[config.mk]
export PLATFORM = sky130hd
export DESIGN_NAME = dram_req_gate
export DESIGN_NICKNAME = d
export VERILOG_FILES = /design/src/rtl/dram_req_gate.sv
export SDC_FILE = /design/constraint.sdc
export NUM_CORES = 1
export LEC_CHECK = 0
export ABC_AREA = 1
export BUFFER_PORTS_ARGS = -buffer_cell sky130_fd_sc_hd__buf_4
export CORE_AREA = 2 2 145 147
export CTS_CLUSTER_DIAMETER = 150
export DETAILED_ROUTE_END_ITERATION = 6
export DIE_AREA = 0 0 147 149
export HOLD_SLACK_MARGIN = 0.1
export PLACE_DENSITY = 0.38
export SLEW_MARGIN = 20
export SYNTH_ARGS = -nofsm -noshare
export SYNTH_HDL_FRONTEND = slang
export SYNTH_SLANG_ARGS = --single-unit
export TNS_END_PERCENT = 10
[constraint.sdc]
create_clock -name soc_clk -period 3.8 [get_ports soc_clk]
set_input_delay 0.38 -clock soc_clk [delete_from_list [all_inputs] [get_ports soc_clk]]
set_output_delay 0.38 -clock soc_clk [all_outputs]
set_load 0.01 [all_outputs]
[src/rtl/dram_req_gate.sv]
// AXI4 request gate / outstanding-transaction tracker between the SoC DRAM port and the AXI CDC.
// Optional watchdog compiled in with `define DRAM_REQ_GATE_TIMEOUT_EN.
package dram_req_gate_pkg;
  typedef struct packed {
    logic [3:0]  id;
    logic [31:0] addr;
    logic [7:0]  len;
  } axi_ax_t;

  typedef struct packed {
    logic [31:0] data;
    logic [3:0]  strb;
    logic        last;
  } axi_w_t;

  typedef struct packed {
    logic [3:0] id;
    logic [1:0] resp;
  } axi_b_t;

  typedef struct packed {
    logic [3:0]  id;
    logic [31:0] data;
    logic [1:0]  resp;
    logic        last;
  } axi_r_t;

  typedef struct packed {
    axi_ax_t aw;
    logic    aw_valid;
    axi_w_t  w;
    logic    w_valid;
    logic    b_ready;
    axi_ax_t ar;
    logic    ar_valid;
    logic    r_ready;
  } axi_req_t;

  typedef struct packed {
    logic    aw_ready;
    logic    ar_ready;
    logic    w_ready;
    axi_b_t  b;
    logic    b_valid;
    axi_r_t  r;
    logic    r_valid;
  } axi_resp_t;
endpackage

// Default struct types come from dram_req_gate_pkg so the block elaborates standalone;
// integrators override axi_req_t/axi_resp_t with the CDC port types (same field names).
module dram_req_gate #(
  parameter int unsigned MaxTxns       = 16,
  parameter int unsigned TimeoutCycles = 65536,
  parameter type         axi_req_t     = dram_req_gate_pkg::axi_req_t,
  parameter type         axi_resp_t    = dram_req_gate_pkg::axi_resp_t,
  localparam int unsigned CntW         = $clog2(MaxTxns + 1)
) (
  input  logic            soc_clk,
  input  logic            rst_n,
  input  logic            calib_done_i,
  input  logic            drain_req_i,
  input  axi_req_t        slv_req_i,
  output axi_resp_t       slv_resp_o,
  output axi_req_t        mst_req_o,
  input  axi_resp_t       mst_resp_i,
  output logic            ready_o,
  output logic            idle_o,
  output logic            timeout_o,
  output logic [CntW-1:0] rd_cnt_o,
  output logic [CntW-1:0] wr_cnt_o,
  output logic [1:0]      dbg_state_o
);

  if (MaxTxns < 1) begin : g_bad_max_txns
    $error("dram_req_gate: MaxTxns must be at least 1");
  end
  if (TimeoutCycles < 2) begin : g_bad_timeout
    $error("dram_req_gate: TimeoutCycles must be at least 2");
  end

  typedef enum logic [1:0] {
    WaitCalib = 2'd0,
    Run       = 2'd1,
    Drain     = 2'd2,
    Drained   = 2'd3
  } state_e;

  localparam logic [CntW-1:0] CntMax = CntW'(MaxTxns);

  state_e          state_q;
  logic            ready_q, idle_q;
  logic            calib_q1, calib_s;
  logic [CntW-1:0] rd_cnt_q, wr_cnt_q;
  logic            allow_aw, allow_ar, allow_w;
  logic            aw_hs, ar_hs, b_hs, r_hs, r_last_hs;

  always_ff @(posedge soc_clk or negedge rst_n) begin
    if (!rst_n) begin
      calib_q1 <= 1'b0;
      calib_s  <= 1'b0;
    end else begin
      calib_q1 <= calib_done_i;
      calib_s  <= calib_q1;
    end
  end

  // Gating looks only at registered state/counters, so a cap or drain takes effect next cycle.
  assign allow_aw = (state_q == Run) && (wr_cnt_q != CntMax);
  assign allow_ar = (state_q == Run) && (rd_cnt_q != CntMax);
  assign allow_w  = (state_q != WaitCalib);

  always_comb begin
    mst_req_o          = slv_req_i;
    mst_req_o.aw_valid = slv_req_i.aw_valid & allow_aw;
    mst_req_o.w_valid  = slv_req_i.w_valid  & allow_w;
    mst_req_o.ar_valid = slv_req_i.ar_valid & allow_ar;
    slv_resp_o          = mst_resp_i;
    slv_resp_o.aw_ready = mst_resp_i.aw_ready & allow_aw;
    slv_resp_o.w_ready  = mst_resp_i.w_ready  & allow_w;
    slv_resp_o.ar_ready = mst_resp_i.ar_ready & allow_ar;
  end

  assign aw_hs     = slv_req_i.aw_valid & allow_aw & mst_resp_i.aw_ready;
  assign ar_hs     = slv_req_i.ar_valid & allow_ar & mst_resp_i.ar_ready;
  assign b_hs      = mst_resp_i.b_valid & slv_req_i.b_ready;
  assign r_hs      = mst_resp_i.r_valid & slv_req_i.r_ready;
  assign r_last_hs = r_hs & mst_resp_i.r.last;

  // A stray decrement at zero is a protocol violation; hold at zero rather than wrap.
  function automatic logic [CntW-1:0] next_cnt(input logic [CntW-1:0] cnt,
                                               input logic inc, input logic dec);
    logic [CntW-1:0] res;
    res = cnt;
    if (inc && !dec) begin
      res = cnt + CntW'(1);
    end else if (dec && !inc && (cnt != '0)) begin
      res = cnt - CntW'(1);
    end
    return res;
  endfunction

  always_ff @(posedge soc_clk or negedge rst_n) begin
    if (!rst_n) begin
      rd_cnt_q <= '0;
      wr_cnt_q <= '0;
    end else begin
      rd_cnt_q <= next_cnt(rd_cnt_q, ar_hs, r_last_hs);
      wr_cnt_q <= next_cnt(wr_cnt_q, aw_hs, b_hs);
    end
  end

  // Dropping drain_req_i while draining returns to Run even if the counters just hit zero.
  always_ff @(posedge soc_clk or negedge rst_n) begin
    if (!rst_n) begin
      state_q <= WaitCalib;
      ready_q <= 1'b0;
      idle_q  <= 1'b0;
    end else begin
      unique case (state_q)
        WaitCalib: begin
          if (calib_s) begin
            state_q <= Run;
            ready_q <= 1'b1;
          end
        end
        Run: begin
          if (drain_req_i) begin
            state_q <= Drain;
            ready_q <= 1'b0;
          end
        end
        Drain: begin
          if (!drain_req_i) begin
            state_q <= Run;
            ready_q <= 1'b1;
          end else if ((rd_cnt_q == '0) && (wr_cnt_q == '0)) begin
            state_q <= Drained;
            idle_q  <= 1'b1;
          end
        end
        Drained: begin
          if (!drain_req_i) begin
            state_q <= Run;
            ready_q <= 1'b1;
            idle_q  <= 1'b0;
          end
        end
        default: begin
          state_q <= WaitCalib;
          ready_q <= 1'b0;
          idle_q  <= 1'b0;
        end
      endcase
    end
  end

`ifdef DRAM_REQ_GATE_TIMEOUT_EN
  localparam int unsigned   WdW   = $clog2(TimeoutCycles);
  localparam logic [WdW-1:0] WdMax = WdW'(TimeoutCycles - 1);

  logic [WdW-1:0] wd_q;
  logic           timeout_q;

  // Any response proves the port is alive; with nothing outstanding there is nothing to wait for.
  always_ff @(posedge soc_clk or negedge rst_n) begin
    if (!rst_n) begin
      wd_q      <= '0;
      timeout_q <= 1'b0;
    end else begin
      if (b_hs || r_hs || ((rd_cnt_q == '0) && (wr_cnt_q == '0))) begin
        wd_q <= '0;
      end else if (wd_q != WdMax) begin
        wd_q <= wd_q + WdW'(1);
      end
      if (wd_q == WdMax) begin
        timeout_q <= 1'b1;
      end
    end
  end

  assign timeout_o = timeout_q;
`else
  assign timeout_o = 1'b0;
`endif

  assign ready_o     = ready_q;
  assign idle_o      = idle_q;
  assign rd_cnt_o    = rd_cnt_q;
  assign wr_cnt_o    = wr_cnt_q;
  assign dbg_state_o = state_q;

endmodule

---- Word level (Yosys, flattened, before mapping) ----
Index checks and enable logic that the tools add are counted.
storage, ports and cells
  register bits ........................... 16
  latch bits .............................. 0
  bits in writable memories ............... 0
  memory bits (read-only) ................. 0
  output and inout port bits .............. 195
  logic and storage cells ................. 78
  memories ................................ 0
operators by class
  add/subtract/negate cells ............... 4
  multiply operators ...................... 0
  div/mod/pow operators ................... 0
  magnitude comparators ................... 0
  equality and inequality tests ........... 12
  shift operators ......................... 0
  mux-type cells .......................... 18
  bitwise logic cells ..................... 11
  reduce and logical (&&, ||, !) cells .... 26
operators with widths
  operator                                           count
  2-to-1 mux 5 bit                                   4
  inequality test 2 bit (second input constant)      6
  AND 1 bit                                          11
  adder 5 x 1 -> 5 bit (second input constant)       2
  logical NOT 5 bit                                  2
  2-to-1 mux 2 bit                                   5
  inequality test 5 bit (second input constant)      2
  nonzero test 5 bit                                 2
  subtractor 5 x 1 -> 5 bit (second input constant)  2
  logical AND 1 bit                                  9
  case mux 2 bit (4 select lines)                    1
  AND reduction 4 bit                                2
  nonzero test 2 bit                                 4
  2-to-1 mux 1 bit                                   6
  == test 2 bit (second input constant)              2
  logical NOT 1 bit                                  4
  inequality test 3 bit (second input constant)      1
  case mux 1 bit (3 select lines)                    1
  AND reduction 3 bit                                1
  == test 2 x 1 -> 1 bit (second input constant)     1
  logical NOT 2 bit                                  1
  case mux 1 bit (2 select lines)                    1
  OR reduction 2 bit                                 1

---- Longest topological paths before layout ----
  word-level depth ........................ 9
  depth in mapped cells ................... 15
  depth with buffers taken out ............ 14

---- Worst setup path after synthesis ----
Ideal clock, no wire load.
  kind .................................... flip-flop to flip-flop
  start point ............................. reg state_q[1], in the netlist dbg_state_o[1]
  end point ............................... reg rd_cnt_q[4], in the netlist rd_cnt_o[4]
  arrival time ............................ 2078 ps
  data required time ...................... 3683 ps
  setup slack ............................. 1605 ps
  cell stages (with the launch flop) ...... 15
  buffers on the path ..................... 1
  period minus slack after synthesis ...... 2195 ps
  cell sequence ........................... dfrtp_1 -> inv_1 -> ha_1 -> buf_2 -> nand2_2 -> nor2_4 -> nand3_2 -> ha_1 -> inv_1 -> o21ai_0 -> a21oi_1 -> o21bai_1 -> nand3_1 -> nand2_1 -> nand2_1
RTL lines
  element                   line  text
  start: declaration        91    state_e state_q;
  start signal: assignment  156   state_q <= WaitCalib;
  start signal: assignment  163   state_q <= Run;
  start signal: assignment  169   state_q <= Drain;
  end signal: assignment    148   rd_cnt_q <= next_cnt(rd_cnt_q, ar_hs, r_last_hs);
  end: declaration          94    logic [CntW-1:0] rd_cnt_q, wr_cnt_q;

---- Worst setup path after layout ----
  start point ............................. reg state_q[1], in the netlist dbg_state_o[1]
  end point ............................... reg rd_cnt_q[4], in the netlist rd_cnt_o[4]
between the ends
  word-level cells in the longest chain between the ends .. 8
  elaborated cells on any way between the ends .. 10
  those cells by class .................... eq/ne (1); mux (1); bitwise (2); reduce/logical (6)
RTL lines
  element                          line  text
  == test 2 x 1 -> 1 bit (*)       110   assign allow_ar = (state_q == Run) && (rd_cnt_q != CntMax);
  logical AND 1 bit (*)            110
  AND 1 bit (*) (2 in series)      125   assign ar_hs = slv_req_i.ar_valid & allow_ar & mst_resp_i.ar_ready;
  logical NOT 1 bit                137   end else if (dec && !inc && (cnt != '0)) begin
  logical AND 1 bit (2 in series)  137
  nonzero test 2 bit (no line)     -
Every way passes the cells marked *; elsewhere a longest branch is shown, timed or not.
A chain may end at the register's enable or synchronous reset.

==> summary.md <==
| Metric | Value |
|---|---|
| Outcome | finished, final reports clean |
| Die height | 149 um |
| Drt drc | 0 |
| Final wirelength | 5.565 mm |
| Avg Cell Area, Syn | 7.800 um2 |
| Yosys reg bits | 16 |
| Adder-cell share of the synthesized area | 7.118% |
| Worst Reg-to-Reg Cells | 13 |
| Worst EP arrival | 2.58 ns |
| Crit. Startpoint | dbg_state_o[1] |
| Worst Hold Class | in -> reg |
| Layout cells sized above 1 | 31.91% |
| Worst Skew | 0.0009166 ns |
| Largest fanout on the critical path | 10 |
| Final worst-path setup slack | 1.359 ns |
| Final Hold Fails | 0 |
| Area delta synth->final | -23.36% |
| I/O Buffers | 39 |
| Max VDD drop | 0.2354 mV |
| Die area | 21900 um2 |
| Proportion of netlist area held by the largest area contributor | 52.63% |
| Synth area leader | buf_4 |
| Drt wl/cell | 12.02 um |
| Final Net Count | 386 |
| Synth Area in XOR/XNOR | 2.105% |
| Compound-Gate Fraction of Synth Area | 4.712% |
| Largest net degree at the start of global routing | 17 |
| Ant diodes | 0 |
| Worst reg2reg endpoint | rd_cnt_o[4] |
| Die width | 147 um |
| Fin Hold WS | 0.2536 ns |
| RSZ-0062 raised after global routing | no |
| Pwr per Cell Area | 676.7 nW/um2 |
| 1st-pass router iterations | 4 |
| Clock tree buffer depth | 2 |
| Clock transition at the registers of the reported paths | 0.05 ns |
| H-tree Lvls | 1 |
| GP Congestion | 0.7625 |
| First-pass GRT wire length | 7.859 mm |
| Critical Path Source Type | register |
| Synthesized net count | 517 |
| Reg2Reg Setup Slack | 1.36 ns |
| Fin util | 9.306% |
| Via density | 2.741 |
| Most frequent cells in the layout | buf_4, inv_1, nand2_1 |
| Crit path time final | 2.441 ns |
| Initial core utilization | 12.14% |
| Post-synthesis mux area share | 0% |
| Clock Sinks | 16 |
| FMAX | 409.7 MHz |
| Leading cell type in the layout, fill and taps excluded | buf_4 |
| Main combinational cell family by area after synthesis | buffers and inverters |
| Vias in the first global route | 1294 |
| Register area share after synthesis | 16.04% |
| Overall Global Routing Usage | 4.700% |
| Post-Syn Area | 2496 um2 |
| Post-route setup TNS | 0 ns |
| Top Ports | 379 |
| Area contributors post-synth | buf_4, dfrtp_1, ha_1, inv_1, nand2_1 |
| Clock Latency Late Sink | 0.25 ns |
| CTS tree | done |
| Final period util | 64.23% |
| FF-to-FF Start | dbg_state_o[1] |
| Cells after synthesis | 320 |
| Warnings from Yosys | 0 |
| Critical Path End Type | register |
| Core footprint | 20560 um2 |
| TritonCTS Buffers | 3 |
| Initial antenna violation count | 0 |
| HPWL Detailed | 4.675 mm |
| Post_cts resized | 0 |
| Max Cap Viol | 0 |
| Max-slew violations | 0 |
| Crit path to | rd_cnt_o[4] |
| Post-route ant nets | 0 |
| Leakage | 0.0008673 uW |
| Via count | 1269 |
| Finished Layout Cells | 463 |
| Placed cells | 458 |
| Kind of critical path | reg -> reg |
| Rows | 53 |
| Remaining global-route overflow | 0 |
| Fill count | 2415 |
| Iter 0 DRT Violations | 31 |
| Dpl ws | 1.353 ns |
| Synth cell types | 28 |
| Root Buffer | clkbuf_16 |
| Synth Area in Simple Gates | 12.68% |
| Final Setup Violations | 0 |
| CP required | 3.94 ns |
==> cells by family after synthesis <==
group / count (synthesis)
xor+xnor: 6
compound gates: 20
simple gates: 59
flops: 16
other cells: 1
buf+inv: 205
fa+ha+maj: 13
==> where the power goes <==
part / switching (uW) / internal, uW
Sequential: 93.2 / 242
Clock: 73.1 / 160
Combinational: 405 / 322
Total: 571 / 724
==> cell usage after synthesis <==
master,instances
o21bai_1,1
ha_1,11
a21oi_1,6
o21ai_0,5
nand2_1,21
conb_1,1
nand4_2,1
xor2_1,4
buf_4,175
o31ai_1,2
or2_1,1
o21ai_1,5
inv_1,27
nand2_2,4
fa_1,2
nand2_4,1
inv_2,2
nand4_1,4
nor2_2,3
nand3_1,10
and3_1,1
a221oi_2,1
buf_2,1
dfrtp_1,16
nand3_2,3
nor2_1,8
xnor2_1,2
nor2_4,2
==> how the worst min path moves through the flow <==
stage,endpoint,cells after the start,startpoint,slack [ns]
4_1_cts,calib_q1,1,calib_done_i,0.26
6_report,calib_q1,1,calib_done_i,0.25
5_1_grt,calib_q1,1,calib_done_i,0.26
3_5_place_dp,rd_cnt_o[3],1,rst_n,0.26
2_1_floorplan,calib_q1,0,rst_n,0.08
3_3_place_gp,rd_cnt_o[3],1,rst_n,0.26
==> final cells by class <==
class,count,area [um2],area share [%]
tap,275,344.1,17.99
timing repair buffer,40,302.8,15.83
inverter,29,108.9,5.690
multi-input combinational,99,668.1,34.92
sequential,16,400.4,20.93
clock buffer,4,88.84,4.644
==> layer usage <==
metal	up-vias	GRT usage, %	share of wire, %
met5	-	0	0
met1	550	4.556	33
met2	96	6.925	42
met3	72	2.538	14
met4	0	4.904	11
li1	551	-	-
==> repair_timing <==
action	CTS	global route
hold buffers	1	0
endpoints found under the hold margin	16	0
setup buffers	0	0
==> state kept, by name, summed over array words and instances, names as in the netlist <==
name and flops:
dbg_state_o 2, ready_o 1, rd_cnt_o 5, wr_cnt_o 5, calib_s 1, calib_q1 1, idle_o 1
==> worst max-delay path, cell delays in order (launching register included) <==
cell      delay [ns]
dfrtp_1         0.42
inv_1           0.10
ha_1            0.39
nand2_2         0.11
nor2_4          0.11
nand3_2         0.15
ha_1            0.34
inv_1           0.07
o21ai_0         0.08
a21oi_1         0.22
o21bai_1        0.15
nand3_1         0.09
nand2_1         0.06
nand2_1         0.05
==> through the flow <==
step                total power [uW]  instance area (um2)
floorplan                      968.2                 2496
global placement                1084                 1814
detailed placement              1087                 1814
CTS                             1330                 1913
global route                    1439                 1913
finish                          1294                 1913
No activity file was read; power rests on OpenSTA's default activity.
